`config.mk`:
```
export PLATFORM = sky130hd
export DESIGN_NAME = picorv_mem_arbiter
export DESIGN_NICKNAME = d
export VERILOG_FILES = /design/src/rtl/picorv_mem_arbiter.sv
export SDC_FILE = /design/constraint.sdc
export NUM_CORES = 1
export LEC_CHECK = 0
export BUFFER_PORTS_ARGS = -buffer_cell sky130_fd_sc_hd__buf_4
export CORE_MARGIN = 2
export CORE_UTILIZATION = 30
export CTS_BUF_LIST = sky130_fd_sc_hd__clkbuf_16
export DETAILED_ROUTE_END_ITERATION = 16
export REMOVE_ABC_BUFFERS = 1
export SLEW_MARGIN = 15
export SYNTH_ARGS = -nofsm -noshare
export SYNTH_HDL_FRONTEND = slang
export SYNTH_SLANG_ARGS = --single-unit
export TNS_END_PERCENT = 10
```
`constraint.sdc`:
```
create_clock -name HCLK -period 2.6 [get_ports HCLK]
set_clock_uncertainty 0.1 [all_clocks]
set_input_delay 0.52 -clock HCLK [delete_from_list [all_inputs] [get_ports HCLK]]
set_output_delay 0.52 -clock HCLK [all_outputs]
set_load 0.02 [all_outputs]
```
`src/rtl/picorv_mem_arbiter.sv`:
```
// picorv_mem_arbiter: two-port round-robin arbiter for the PicoRV32 native memory bus,
// with a per-transfer watchdog that aborts a hung downstream transfer.
module picorv_mem_arbiter #(
    parameter int unsigned TIMEOUT_CYCLES = 1024,
    parameter logic [31:0] ERR_RDATA      = 32'hDEAD_BEEF,
    parameter int unsigned CNT_W          = 16
) (
    input  logic        HCLK,
    input  logic        HRESETn,
    input  logic        s0_valid,
    input  logic        s0_instr,
    input  logic [31:0] s0_addr,
    input  logic [31:0] s0_wdata,
    input  logic [3:0]  s0_wstrb,
    output logic        s0_ready,
    output logic [31:0] s0_rdata,
    input  logic        s1_valid,
    input  logic        s1_instr,
    input  logic [31:0] s1_addr,
    input  logic [31:0] s1_wdata,
    input  logic [3:0]  s1_wstrb,
    output logic        s1_ready,
    output logic [31:0] s1_rdata,
    output logic        m_valid,
    output logic        m_instr,
    output logic [31:0] m_addr,
    output logic [31:0] m_wdata,
    output logic [3:0]  m_wstrb,
    input  logic        m_ready,
    input  logic [31:0] m_rdata,
    output logic [1:0]  grant,
    output logic        timeout_err,
    input  logic        err_clr
);
    typedef enum logic [1:0] {IDLE, BUSY0, BUSY1} state_t;
    localparam logic [CNT_W-1:0] LIMIT = CNT_W'(TIMEOUT_CYCLES == 0 ? 0 : TIMEOUT_CYCLES - 1);
    state_t state;
    logic last;
    logic [CNT_W-1:0] cnt;
    logic abort, done, pick0, pick1;
    always_comb begin
        abort = TIMEOUT_CYCLES != 0 && state != IDLE && !m_ready && cnt == LIMIT;
        done = m_ready || abort;
        // last=1 means port 1 was served most recently, so port 0 wins a tie
        pick0 = s0_valid && (!s1_valid || last);
        pick1 = s1_valid && !pick0;
        s0_ready = HRESETn && state == BUSY0 && done;
        s1_ready = HRESETn && state == BUSY1 && done;
        s0_rdata = state == BUSY0 ? (abort ? ERR_RDATA : m_rdata) : '0;
        s1_rdata = state == BUSY1 ? (abort ? ERR_RDATA : m_rdata) : '0;
    end
    always_ff @(posedge HCLK) begin
        if (!HRESETn) begin
            state <= IDLE;
            last <= 1'b1;
            m_valid <= 1'b0;
            m_instr <= 1'b0;
            m_addr <= '0;
            m_wdata <= '0;
            m_wstrb <= '0;
            grant <= '0;
            timeout_err <= 1'b0;
            cnt <= '0;
        end else begin
            timeout_err <= abort || (timeout_err && !err_clr);
            if (state == IDLE) begin
                if (pick0 || pick1) begin
                    state <= pick0 ? BUSY0 : BUSY1;
                    last <= pick1;
                    m_valid <= 1'b1;
                    grant <= {pick1, pick0};
                    m_instr <= pick0 ? s0_instr : s1_instr;
                    m_addr <= pick0 ? s0_addr : s1_addr;
                    m_wdata <= pick0 ? s0_wdata : s1_wdata;
                    m_wstrb <= pick0 ? s0_wstrb : s1_wstrb;
                    cnt <= '0;
                end
            end else if (done) begin
                state <= IDLE;
                m_valid <= 1'b0;
                grant <= '0;
            end else begin
                cnt <= cnt + 1'b1;
            end
        end
    end
endmodule

```
==> run summary <==
Outcome: finished with violations
Violated checks: negative setup slack
WP data arrival: 2.09 ns
Gpl congestion: 0.7911
Startpoint type of the worst setup path: flop
Initial core utilization: 30.54%
# port buffers: 314
Avg WL per Cell: 16.63 um
Total CTS buffers: 9
Layout cells sized above 1: 49.94%
Via/cell ratio: 4.917
Peak VDD IR: 0.0003188 V
Drt pass-1 iters: 4
Sequential area share after synthesis: 37.83%
Starting DRT DRC Count: 186
Largest net degree at the start of global routing: 140
PwrDens: 531.4 nW/um^2
Clock Tree Root: clkbuf_16
CP max FO: 6
Final hold vios: 0
Clk sinks: 91
Global-route wire length before repair: 25960 um
Yosys warnings: 0
Launch point of the worst path: cnt[1]$_SDFFE_PN0P_
Area grow syn2layout: 71.47%
Levels on crit path: 9
Worst setup EP type: output port
Crit path capture: s0_rdata[11]
Post-DP Area: 7412 sq um
Slew Limit Fails: 0
Fill cell count: 1515
CTS max path bufs: 2
Non-Filler Instances: 1083
Worst R2R Path Depth: 6
Post-DP HPWL: 13180 um
RSZ-0062 raised after global routing: true
Avg Cell Area, Syn: 8.709 sq um
Setup-failing EPs final: 65
Placed cells: 1054
Die Footprint: 17080 sq um
Nets@finish: 1039
Netlist cell types: 42
Vias: 5325
Mapped Cells: 553
ANT cells: 0
Async SR Flop Fraction: 0%
Reg-to-reg endpoint: cnt[12]$_SDFFE_PN0P_
Reg clk slew, reported paths: 0.06 ns
Overall routing resource usage: 19.75%
FF+latch count, synth: 91
Htree depth: 3
Cts-stage hold buffer count: 0
DRT Wirelength: 18010 um
Final period utilization: 104.4%
CTS tree: built
# rows: 46
Post-synth EDFFs: 0
Max Cap Violations: 0
# IOs: 315
Top delay family on crit path: simple AND/OR/NAND/NOR gates
Leakage power: 4.523 nW
Die Width: 130.7 um
Slew @ Worst Pin: 0.6167 ns
Post-route minimum period: 2.715 ns
Reg2reg start: grant[0]$_SDFFE_PN0P_
Worst path required time: 1.98 ns
Post-layout util: 52.36%
Crit-path cells: ha_4 -> and3_4 -> nand2b_4 -> nor4_4 -> buf_6 -> buf_8 -> nor2_4 -> nor2_2 -> buf_6
Final Worst Setup Slack: -0.1145 ns
Final instance area: 8258 sq um
Min-Delay Path Class: in -> reg
Clk Latency, worst-skew pair: 0.34 ns
Max frequency: 368.4 MHz
Crit path buffers/inverters: 3
DRC viols: 0
Vias in the first global route: 5307
Final hold slack: 0.3348 ns
Most used cell, CP: buf_6
Initial antenna violation count: 0
Die height: 130.7 um
Worst reg-to-reg setup slack: 0.31 ns
Routed Antenna Nets: 0
Core ar.: 15770 sq um
Critical setup path kind: reg -> out
GRT overflow: 0
CP max stage cell: dfxtp_4
Post-synthesis cell area: 4816 sq um
Max transition margin: 58.89%
Most common flop cell mapped by yosys: dfxtp_1
Max incr delay on CP: 0.36 ns
Setup TNS: -4.195 ns
==> layer usage <==
metal | wire (um) | vias to the layer above | share of wire, % | GRT usage [%]
li1 | - | 2579 | - | -
met1 | 6290 | 2473 | 35 | 18.75
met2 | 8921 | 241 | 50 | 36.31
met3 | 2226 | 32 | 12 | 9.813
met4 | 575 | 0 | 3.2 | 7.947
met5 | 0 | - | 0 | 0
==> worst min-delay path by stage <==
stage	start	to	slack, ns	cells past startpoint
after floorplan	cnt[1]$_SDFFE_PN0P_	cnt[1]$_SDFFE_PN0P_	0.37	2
final	err_clr	timeout_err$_SDFF_PN0_	0.33	3
after global placement	timeout_err$_SDFF_PN0_	timeout_err$_SDFF_PN0_	0.37	2
after CTS	err_clr	timeout_err$_SDFF_PN0_	0.33	3
after detailed placement	timeout_err$_SDFF_PN0_	timeout_err$_SDFF_PN0_	0.37	2
after global routing	err_clr	timeout_err$_SDFF_PN0_	0.34	3
==> worst reg2reg max path, cell delays in order (launching register included) <==
cell	delay, ns
dfxtp_1	0.37
nor2_1	0.48
buf_4	0.27
mux2i_1	0.29
o41ai_4	0.12
buf_4	0.20
o311a_1	0.34
==> synthesized netlist by cell type, types with 3 or more instances <==
cell type  number  area (sq um)
a21oi_1        10         50.05
and3_1         21         131.4
buf_1           3         11.26
buf_2          22         110.1
buf_6           3         33.78
clkbuf_1       20         75.07
dfxtp_1        91          1822
inv_1           3         11.26
mux2i_1        72         720.7
nand2_1        71         266.5
nand2b_1        4         25.02
nand3_1         7         35.03
nand4_1         3         18.77
nor2_1         95         356.6
nor2b_1         3         18.77
nor3b_1         3         22.52
o211a_1        70         700.7
o21ai_0        19         95.09
o221a_2         3         33.78
o31ai_1         3         22.52
==> sequential cells by signal, summed over array words and instances, names as in the netlist <==
signal,count
cnt,16
grant,2
last,1
m_addr,32
m_instr,1
m_valid,1
m_wdata,32
m_wstrb,4
state,1
timeout_err,1
==> layout by cell type (no fill, tap or decap), drive strengths merged, types with 4 or more instances in the layout <==
| cell type | n |
|---|---|
| nand2b | 5 |
| nand4 | 4 |
| nand2 | 71 |
| nor2 | 95 |
| mux2i | 72 |
| o21ai | 19 |
| inv | 5 |
| nand3 | 7 |
| and3 | 22 |
| clkbuf | 10 |
| o211a | 70 |
| a21oi | 10 |
| dfxtp | 91 |
| buf | 344 |
==> metrics by stage <==
stage | power [mW] | worst slack, ns
CTS | 4.409 | -0.1442
detailed placement | 2.983 | -0.03120
global route | 4.613 | -0.2427
global placement | 2.957 | 0.01747
finish | 4.389 | -0.1145
floorplan | 2.391 | -6.080
==> power by group <==
part	internal (mW)	leakage (nW)	total, mW	switching (mW)
clock	0.832	0.159	1.38	0.544
sequential	1.54	0.755	1.62	0.0826
combinational	0.677	3.61	1.39	0.717
total	3.04	4.52	4.39	1.34
==> kinds of logic after synthesis <==
family / Yosys count / synth area share [%]
mux: 72 / 14.96
compound gates: 119 / 21.41
buf+inv: 52 / 5.170
fa+ha+maj: 1 / 0.2598
simple gates: 218 / 20.37
flops: 91 / 37.83
==> final cells by class <==
cell class | count | area, sq um | share of cell area (%)
multi-input cells | 412 | 3042 | 36.83
repair buffers | 345 | 2795 | 33.85
flip-flops and latches | 91 | 1829 | 22.15
well taps | 216 | 270.3 | 3.273
clock buffers | 9 | 225.2 | 2.727
clock inverters | 7 | 85.08 | 1.030
inverters | 3 | 11.26 | 0.1364
==> what timing repair did <==
action                     CTS  global route
resized for setup           65            54
pin swaps                   42            23
setup endpoints to repair   66            66
setup buffers                7             1
gates cloned                 4             1
(Power assumes the default switching activity.)
